### src/rtl/branch_redirect_ctrl_pkg.sv
// Shared types and constants for the branch redirect controller slice.
//   XLEN       : datapath / PC width
//   SHADOW_W   : width of the wrong-path shadow down-counter
//   COUNT_W    : width of the redirect performance counter
//   ALIGN_MASK : PC bits that must be zero for a legal fetch target
package branch_redirect_ctrl_pkg;

    localparam int unsigned XLEN     = 32;
    localparam int unsigned SHADOW_W = 3;
    localparam int unsigned COUNT_W  = 16;

    localparam logic [1:0] ALIGN_MASK = 2'b11;

    typedef enum logic [1:0] {
        IDLE   = 2'd0,
        HOLD   = 2'd1,
        SHADOW = 2'd2
    } redirState_e;

    // True when the low target bits violate 4-byte alignment.
    function automatic logic isMisaligned(input logic [1:0] lowBits);
        return (lowBits & ALIGN_MASK) != 2'b00;
    endfunction

endpackage

### src/rtl/branch_redirect_ctrl_if.sv
// EX-resolution / redirect bus between the jump logic and fetch control.
//   master : EX-side driver (resolution, target, stall), observes redirect
//   slave  : the redirect controller
interface branch_redirect_ctrl_if;
    import branch_redirect_ctrl_pkg::*;

    logic               ex_valid;
    logic               should_jump;
    logic [XLEN-1:0]    ex_target;
    logic               stall;
    logic               pc_sel;
    logic [XLEN-1:0]    redirect_pc;
    logic               flush_if_id;
    logic               flush_id_ex;
    logic               misalign;
    logic [COUNT_W-1:0] redirect_count;

    modport master (
        output ex_valid, should_jump, ex_target, stall,
        input  pc_sel, redirect_pc, flush_if_id, flush_id_ex, misalign, redirect_count
    );

    modport slave (
        input  ex_valid, should_jump, ex_target, stall,
        output pc_sel, redirect_pc, flush_if_id, flush_id_ex, misalign, redirect_count
    );
endinterface

### src/rtl/branch_redirect_ctrl_sat_counter.sv
// Generic saturating up-counter for performance events.
//   clk, rst : clock, asynchronous active-high reset
//   en       : count one event this cycle
//   count    : current value, sticks at all-ones
module sat_counter #(
    parameter int unsigned WIDTH = 16
) (
    input  logic             clk,
    input  logic             rst,
    input  logic             en,
    output logic [WIDTH-1:0] count
);

    always_ff @(posedge clk or posedge rst) begin
        if (rst) begin
            count <= '0;
        end else if (en && (count != {WIDTH{1'b1}})) begin
            count <= count + WIDTH'(1);
        end
    end

endmodule

### src/rtl/branch_redirect_ctrl.sv
// Sequences PC redirect and pipeline squash after a taken branch/jump in EX.
// Holds a redirect across stalls and ignores wrong-path resolutions for a
// shadow window of SHADOW_CYCLES unstalled cycles after each redirect.
//   clk, rst : clock, asynchronous active-high reset
//   bus      : slave side of branch_redirect_ctrl_if
//              in : ex_valid, should_jump, ex_target, stall
//              out: pc_sel, redirect_pc, flush_if_id, flush_id_ex,
//                   misalign, redirect_count
module branch_redirect_ctrl
    import branch_redirect_ctrl_pkg::*;
#(
    parameter int unsigned SHADOW_CYCLES = 2
) (
    input  logic                  clk,
    input  logic                  rst,
    branch_redirect_ctrl_if.slave bus
);

    localparam logic [SHADOW_W-1:0] SHADOW_LOAD = SHADOW_W'(SHADOW_CYCLES);

    redirState_e         state, stateNext;
    logic [XLEN-1:0]     holdReg, holdNext;
    logic [SHADOW_W-1:0] shadowCnt, shadowNext;

    logic                resolve;
    logic                targetBad;
    logic                pcSel;
    logic [XLEN-1:0]     redirectPc;
    logic                flush;
    logic                misalignPulse;
    logic [COUNT_W-1:0]  redirectCount;

    assign resolve   = bus.ex_valid && bus.should_jump;
    assign targetBad = isMisaligned(bus.ex_target[1:0]);

    // State, hold target and shadow counter registers.
    always_ff @(posedge clk or posedge rst) begin
        if (rst) begin
            state     <= IDLE;
            holdReg   <= '0;
            shadowCnt <= '0;
        end else begin
            state     <= stateNext;
            holdReg   <= holdNext;
            shadowCnt <= shadowNext;
        end
    end

    // Next-state logic.
    always_comb begin
        stateNext  = state;
        holdNext   = holdReg;
        shadowNext = shadowCnt;
        case (state)
            IDLE: begin
                if (resolve && !targetBad) begin
                    if (bus.stall) begin
                        holdNext  = bus.ex_target;
                        stateNext = HOLD;
                    end else begin
                        shadowNext = SHADOW_LOAD;
                        stateNext  = SHADOW;
                    end
                end
            end
            HOLD: begin
                if (!bus.stall) begin
                    holdNext   = '0;
                    shadowNext = SHADOW_LOAD;
                    stateNext  = SHADOW;
                end
            end
            SHADOW: begin
                // Counter hitting zero on this edge means IDLE next cycle.
                if (!bus.stall) begin
                    shadowNext = shadowCnt - SHADOW_W'(1);
                    if (shadowCnt <= SHADOW_W'(1)) begin
                        stateNext = IDLE;
                    end
                end
            end
            default: begin
                stateNext  = IDLE;
                shadowNext = '0;
            end
        endcase
    end

    // Outputs: combinational so an unstalled redirect lands in the resolving
    // cycle; forced quiet while reset is held.
    always_comb begin
        pcSel         = 1'b0;
        redirectPc    = '0;
        flush         = 1'b0;
        misalignPulse = 1'b0;
        if (!rst) begin
            case (state)
                IDLE: begin
                    if (resolve) begin
                        if (targetBad) begin
                            misalignPulse = !bus.stall;
                        end else if (!bus.stall) begin
                            pcSel      = 1'b1;
                            redirectPc = bus.ex_target;
                            flush      = 1'b1;
                        end
                    end
                end
                HOLD: begin
                    if (!bus.stall) begin
                        pcSel      = 1'b1;
                        redirectPc = holdReg;
                        flush      = 1'b1;
                    end
                end
                default: begin
                end
            endcase
        end
    end

    sat_counter #(
        .WIDTH (COUNT_W)
    ) uRedirectCount (
        .clk   (clk),
        .rst   (rst),
        .en    (pcSel),
        .count (redirectCount)
    );

    assign bus.pc_sel         = pcSel;
    assign bus.redirect_pc    = redirectPc;
    assign bus.flush_if_id    = flush;
    assign bus.flush_id_ex    = flush;
    assign bus.misalign       = misalignPulse;
    assign bus.redirect_count = redirectCount;

endmodule

### src/flat_wrapper.sv
// flat-port wrapper written by rule: the top's interface ports become plain ports
module branch_redirect_ctrl_flat import branch_redirect_ctrl_pkg::*;
#(
    parameter int unsigned SHADOW_CYCLES = 2
)
  (clk, rst, bus_ex_valid, bus_should_jump, bus_ex_target, bus_stall, bus_pc_sel, bus_redirect_pc, bus_flush_if_id, bus_flush_id_ex, bus_misalign, bus_redirect_count);
  branch_redirect_ctrl_if bus_i ();
  input  logic clk;
  input  logic rst;
  input wire logic [$bits(bus_i.ex_valid)-1:0] bus_ex_valid;
  input wire logic [$bits(bus_i.should_jump)-1:0] bus_should_jump;
  input wire logic [$bits(bus_i.ex_target)-1:0] bus_ex_target;
  input wire logic [$bits(bus_i.stall)-1:0] bus_stall;
  output wire logic [$bits(bus_i.pc_sel)-1:0] bus_pc_sel;
  output wire logic [$bits(bus_i.redirect_pc)-1:0] bus_redirect_pc;
  output wire logic [$bits(bus_i.flush_if_id)-1:0] bus_flush_if_id;
  output wire logic [$bits(bus_i.flush_id_ex)-1:0] bus_flush_id_ex;
  output wire logic [$bits(bus_i.misalign)-1:0] bus_misalign;
  output wire logic [$bits(bus_i.redirect_count)-1:0] bus_redirect_count;
  assign bus_i.ex_valid = bus_ex_valid;
  assign bus_i.should_jump = bus_should_jump;
  assign bus_i.ex_target = bus_ex_target;
  assign bus_i.stall = bus_stall;
  assign bus_pc_sel = bus_i.pc_sel;
  assign bus_redirect_pc = bus_i.redirect_pc;
  assign bus_flush_if_id = bus_i.flush_if_id;
  assign bus_flush_id_ex = bus_i.flush_id_ex;
  assign bus_misalign = bus_i.misalign;
  assign bus_redirect_count = bus_i.redirect_count;
  branch_redirect_ctrl #(.SHADOW_CYCLES(SHADOW_CYCLES)) u_core (.clk(clk), .rst(rst), .bus(bus_i));
endmodule
### config.mk
export PLATFORM = sky130hd
export DESIGN_NAME = branch_redirect_ctrl_flat
export DESIGN_NICKNAME = d
export VERILOG_FILES = /design/src/rtl/branch_redirect_ctrl_pkg.sv /design/src/rtl/branch_redirect_ctrl_if.sv /design/src/rtl/branch_redirect_ctrl_sat_counter.sv /design/src/rtl/branch_redirect_ctrl.sv /design/src/flat_wrapper.sv
export SDC_FILE = /design/constraint.sdc
export NUM_CORES = 1
export LEC_CHECK = 0
export CAP_MARGIN = 20
export CORE_ASPECT_RATIO = 0.75
export CORE_UTILIZATION = 49
export CTS_BUF_LIST = sky130_fd_sc_hd__clkbuf_2 sky130_fd_sc_hd__clkbuf_4 sky130_fd_sc_hd__clkbuf_8
export DETAILED_ROUTE_END_ITERATION = 16
export PLACE_DENSITY = 0.86
export SYNTH_ARGS = -nofsm -noshare
export SYNTH_HDL_FRONTEND = slang
export SYNTH_SLANG_ARGS = --single-unit
### constraint.sdc
create_clock -name clk -period 3.3 [get_ports clk]
set_input_delay 0.825 -clock clk [delete_from_list [all_inputs] [get_ports clk]]
set_output_delay 0.825 -clock clk [all_outputs]
set_load 0.01 [all_outputs]
Word-level counts from Yosys, hierarchy flattened
Index checks and enable logic that the tools add are counted.

Bits in latches: 0. Register bits: 53. Input port bits: 37. Memory bits (read-only): 0. Memory bits (writable): 0. Memories: 0.

Multiplexer cells: 29. Reduce and logical (&&, ||, !) cells: 11. Divide/modulo/power cells: 0. Add/sub/neg operators: 2. Magnitude comparators: 1. Equality and inequality tests: 8. Multipliers: 0. Bitwise operators: 0. Shift operators: 0.

Operators by type and width (number): 32-bit two-way mux (8); 32-bit one-hot mux with 2 select lines (2); 16-bit by 1-bit adder with 16-bit output, second input constant (1); 16-bit inequality test, second input constant (1); 2-bit two-way mux (5); 3-bit two-way mux (3); 3-bit one-hot mux with 3 select lines (1); 1-bit two-way mux (8); 4-bit AND reduction (2); 2-bit inequality test, second input constant (3); 2-bit one-hot mux with 3 select lines (1); 2-bit by 1-bit inequality test with 1-bit output, second input constant (2); 2-bit nonzero test (2); 3-bit by 1-bit <= comparator with 1-bit output, second input constant (1); 1-bit logical AND (3); 3-bit by 1-bit subtractor with 3-bit output, second input constant (1); 2-bit by 1-bit == test with 1-bit output, second input constant (1); 2-bit == test, second input constant (1); 1-bit zero test (2); 2-bit zero test (1); 1-bit one-hot mux with 2 select lines (1); 2-bit AND reduction (1).

Logic depth before layout (Yosys ltp)
Depth in word-level cells: 6. Mapped depth: 6. Gate-level depth less buffers: 6.

Modules after synthesis
Synthesis repeated with hierarchy kept, for this count alone.

Cells, all modules: 329. Area total of the unflattened synthesis: 3143.0 um^2.

By module, submodules not included: branch_redirect_ctrl (seq. area each 925.9 um^2, times used 1, area an instance 2337.2 um^2, cells each 258); sat_counter (seq. area each 400.4 um^2, times used 1, area an instance 805.8 um^2, cells each 71).

Least setup slack after synthesis
No wires, ideal clock.

Path kind: input to output. From: in rst. To: out bus_redirect_pc[0]. Slack: 0.162 ns. Stages on the path: 2. Data arrival time: 2.313 ns. Path buffers: 0. Required time: 2.475 ns. Path through: inv_1 and3_1.

Word-level cells in the longest chain between the ends: 1.

Ends and longest elaborated chain: start: declaration (RTL line flat_wrapper.sv:9) `input logic rst;`; 32-bit two-way mux (RTL line branch_redirect_ctrl.sv:96) `if (!rst) begin`; end: declaration (RTL line flat_wrapper.sv:15) `output wire logic [$bits(bus_i.redirect_pc)-1:0] bus_redirect_pc;`.

Every way passes these cells.

Worst setup path after layout
From: in bus_stall. To: out bus_redirect_pc[1].

Word-level cells in the longest chain between the ends: 5. Elaborated cells on any way between the ends: 6. Those cells by class: mux (6).

Ends and longest elaborated chain: start: declaration (RTL line flat_wrapper.sv:13) `input wire logic [$bits(bus_i.stall)-1:0] bus_stall;`; 32-bit two-way mux (RTL line branch_redirect_ctrl.sv:102) `end else if (!bus.stall) begin`; 32-bit two-way mux (RTL line branch_redirect_ctrl.sv:100) `if (targetBad) begin`; 32-bit two-way mux (RTL line branch_redirect_ctrl.sv:99) `if (resolve) begin`; 32-bit one-hot mux with 2 select lines (*) (RTL line branch_redirect_ctrl.sv:97) `case (state)`; 32-bit two-way mux (*) (RTL line branch_redirect_ctrl.sv:96).

Mark *: on every way between the ends. The rest lies on a longest branch, timed or not.

==> results.py <==
metrics = {
    "finish": {
        "multiInputGateArea_um2": 1461,
        "area_growth_pct": 37.27,
        "final_layout_size_suffix_gt1_frac": 0.1540,
        "diodes": 0,
        "final_nets": 461,
        "stdcell_area_um2": 4161,
        "finalNonFillerCells": 500,
        "seqCellArea_um2": 1326,
        "fillers": 479,
        "utilization": 0.7071,
    },
    "pwr": {
        "power.leakage_nw": 2.015,
        "power_density_nw_per_um2": 486.8,
        "ir_drop_uv": 217.2,
    },
    "timing": {
        "fin_crit_ns": 3.246,
        "tightest_slew_ns": 0.7350,
        "post-route-period-util": 0.9835,
        "setup_tns_ns": 0,
        "finalSetupViolations": 0,
        "slew_headroom": 0.5059,
        "final-hold-violation-count": 0,
        "max_clock_freq_mhz": 308.1,
        "fin_skew_ns": 0.009374,
        "final_max_slew_viol_count": 0,
    },
    "cts": {
        "ctsHtreeMaxLevel": 2,
        "cts_hold_buffers": 0,
        "root_buffer": "clkbuf_8",
        "cts_buffers": 5,
        "cts_buffer_depth": 2,
        "clk-insertion-delay-late_ns": 0.30,
        "cts_tree": "built",
        "clkSinkCount": 53,
        "clkTransAtPathRegs_ns": 0.09,
    },
    "floorplanning": {
        "die_w_um": 92.83,
        "ios": 89,
        "rows": 24,
        "die_h_um": 70.12,
        "fp.dieArea_um2": 6509,
        "start_util": 0.5151,
        "core_area_um2": 5886,
    },
    "yosys": {
        "syn-num-nets": 366,
        "yosysMostFrequentCell": "dfrtp_1",
        "ys_ff_latch": 53,
        "ys_top_cells_by_area": "dfrtp_1 (44%), mux2i_1 (10%), a22oi_1 (7.4%)",
        "yosysTopAreaCell": "dfrtp_1",
        "ys_types": 42,
        "synth_seq_area_share": 0.4375,
        "syn-instance-count": 326,
        "synth_common_cells": "dfrtp_1 (53), nor2_1 (39), nand2_1 (37)",
        "synth_top_area_frac": 0.4375,
        "synth-edff-count": 0,
        "syn-cell-area_um2": 3032,
        "synthArstFlopShare": 1.000,
        "avgSynthCellArea_um2": 9.300,
        "yosysWarnings": 0,
        "synthFlopType": "dfrtp_1",
    },
    "critical_path": {
        "reg2regPathDepth": 6,
        "crit_fanout": 10,
        "worst-setup-path-type": "input port to output port",
        "critPathMaxStageDelay_ns": 0.53,
        "crit_start": "bus_stall",
        "path_cells": "clkdlybuf4s50_1 > buf_4 > nor2_4 > buf_12 > and3_1 > clkdlybuf4s50_1",
        "r2r-start": "u_core.uRedirectCount.count[0]",
        "slowest_stage": "clkdlybuf4s50_1",
        "path_common_cell": "clkdlybuf4s50_1",
        "cp_data_arrival_time_ns": 2.42,
        "critPathLaunchType": "input port",
        "cp-end-kind": "output port",
        "cp_data_required_time_ns": 2.47,
    },
    "detailed_routing": {
        "postRouteAntennaNets": 0,
        "drt-initial-drc-count": 154,
        "route.detailed.drc": 0,
        "wl_met3_um": 475,
        "firstDrtPassIters": 4,
        "drt-total-wl_mm": 7.449,
        "wl_met1_mm": 3.279,
        "wire_per_inst_um": 14.90,
        "routed_via_density": 5.322,
        "met2WireLength_mm": 3.651,
        "top_layer": "met4",
        "dr_total_vias": 2661,
    },
    "placed_design": {
        "port_buffers": 88,
        "post_dp_cell_area_um2": 4060,
        "dp_hpwl_mm": 5.233,
        "place.gp.congestion": 0.7937,
        "place_inst": 487,
    },
    "grt": {
        "grt_usage": 0.2337,
        "grt-ovfl-total": 0,
        "grt_pass1_vias": 2590,
        "grt_pass1_wl_mm": 12.09,
        "grt_max_degree": 50,
        "antenna_found_initial": 0,
    },
    "run": {
        "maxCapViolCount": 0,
    },
    "run_status": {
        "status": "complete, no violations",
    },
    "min_path": {
        "min-delay-start": "u_core.shadowCnt[2]",
        "hold_path.class": "flip-flop to flip-flop",
        "hold_depth": 1,
    },
}
-- sequential cells by signal, indices dropped and copies added (netlist names) --
register / cells
u_core.shadowCnt: 3
u_core.state: 2
u_core.uRedirectCount.count: 16
u_core.holdReg: 32
-- final cells by class --
| cell class | count | share of cell area |
|---|---|---|
| repair buffers | 111 | 0.2453 |
| well taps | 78 | 0.02345 |
| clock inverters | 1 | 0.007216 |
| inverters | 36 | 0.03247 |
| clock buffers | 7 | 0.02165 |
| multi-input cells | 214 | 0.3512 |
| flip-flops and latches | 53 | 0.3187 |
-- through the flow --
stage	total power, mW	hold WS [ns]	setup WS (ns)
2_1_floorplan	1.339	0.4516	0.1615
3_3_place_gp	1.519	0.4715	-0.2905
3_5_place_dp	1.565	0.4809	-0.2975
4_1_cts	2.027	0.4928	-0.02389
5_1_grt	2.168	0.5149	-0.01356
6_report	2.026	0.4950	0.05438
-- power by group --
part / switching (mW) / internal [mW]
logic: 0.259 / 0.261
registers: 0.173 / 0.870
clock network: 0.207 / 0.256
-- kinds of logic (layout without fill, tap and decap cells) --
| logic type | count (synthesis) | count (layout) | synth area share |
|---|---|---|---|
| compound gates | 45 | 45 | 0.1102 |
| xor+xnor | 13 | 13 | 0.03756 |
| fa+ha+maj | 3 | 3 | 0.01238 |
| buf+inv | 59 | 155 | 0.08997 |
| flops | 53 | 53 | 0.4375 |
| mux | 33 | 33 | 0.1098 |
| simple gates | 120 | 120 | 0.2026 |
-- worst paths after layout --
| check | slack, ns | end |
|---|---|---|
| worst max-delay path | 0.05 | bus_redirect_pc[1] |
| worst max register to register | 1.11 | u_core.uRedirectCount.count[1] |
| worst min-delay path | 0.49 | u_core.shadowCnt[2] |
| max in group asynchronous | 1.61 | u_core.uRedirectCount.count[7] |
| min in group asynchronous | 0.87 | u_core.holdReg[23] |
| worst min register to register | 0.49 | u_core.shadowCnt[2] |
-- cells in the final DEF (no fill, tap or decap), types with 2 or more instances in the layout --
| master | count |
|---|---|
| a22oi_2 | 3 |
| o21ai_0 | 3 |
| dfrtp_1 | 53 |
| nand2_1 | 37 |
| nor3_1 | 8 |
| a22oi_1 | 27 |
| and3_1 | 3 |
| nor2_1 | 38 |
| xnor2_1 | 2 |
| buf_12 | 4 |
| nor3b_1 | 2 |
| clkbuf_8 | 6 |
| nand4_1 | 5 |
| clkdlybuf4s50_1 | 49 |
| dlygate4sd2_1 | 20 |
| nand3_1 | 5 |
| o21a_1 | 2 |
| a21oi_1 | 3 |
| dlymetal6s2s_1 | 2 |
| nor2b_1 | 3 |
| nand2b_1 | 2 |
| clkbuf_2 | 11 |
| nor4_2 | 4 |
| mux2i_1 | 31 |
| ha_1 | 3 |
| inv_1 | 35 |
| and4_1 | 3 |
| buf_2 | 5 |
| xor2_1 | 11 |
| mux2_2 | 2 |
| buf_4 | 18 |
-- layer usage --
metal | up-vias | GRT usage
met2 | 86 | 0.3905
met3 | 5 | 0.04466
met1 | 1287 | 0.3182
met5 | - | 0
met4 | 0 | 0.04615
li1 | 1283 | -
-- worst max-delay path: cells and delay by family --
kind	cells	cell delay, ns
simple gates	2	0.32
buf+inv	4	1.27
-- timing repair --
| item | in CTS | in global routing |
|---|---|---|
| setup endpoints to repair | 34 | 17 |
| gates resized for setup | 64 | 18 |
| pin swaps | 0 | 2 |
| gates cloned | 0 | 1 |
| buffers inserted | 1 | 3 |
No activity file was read; power rests on OpenSTA's default activity.
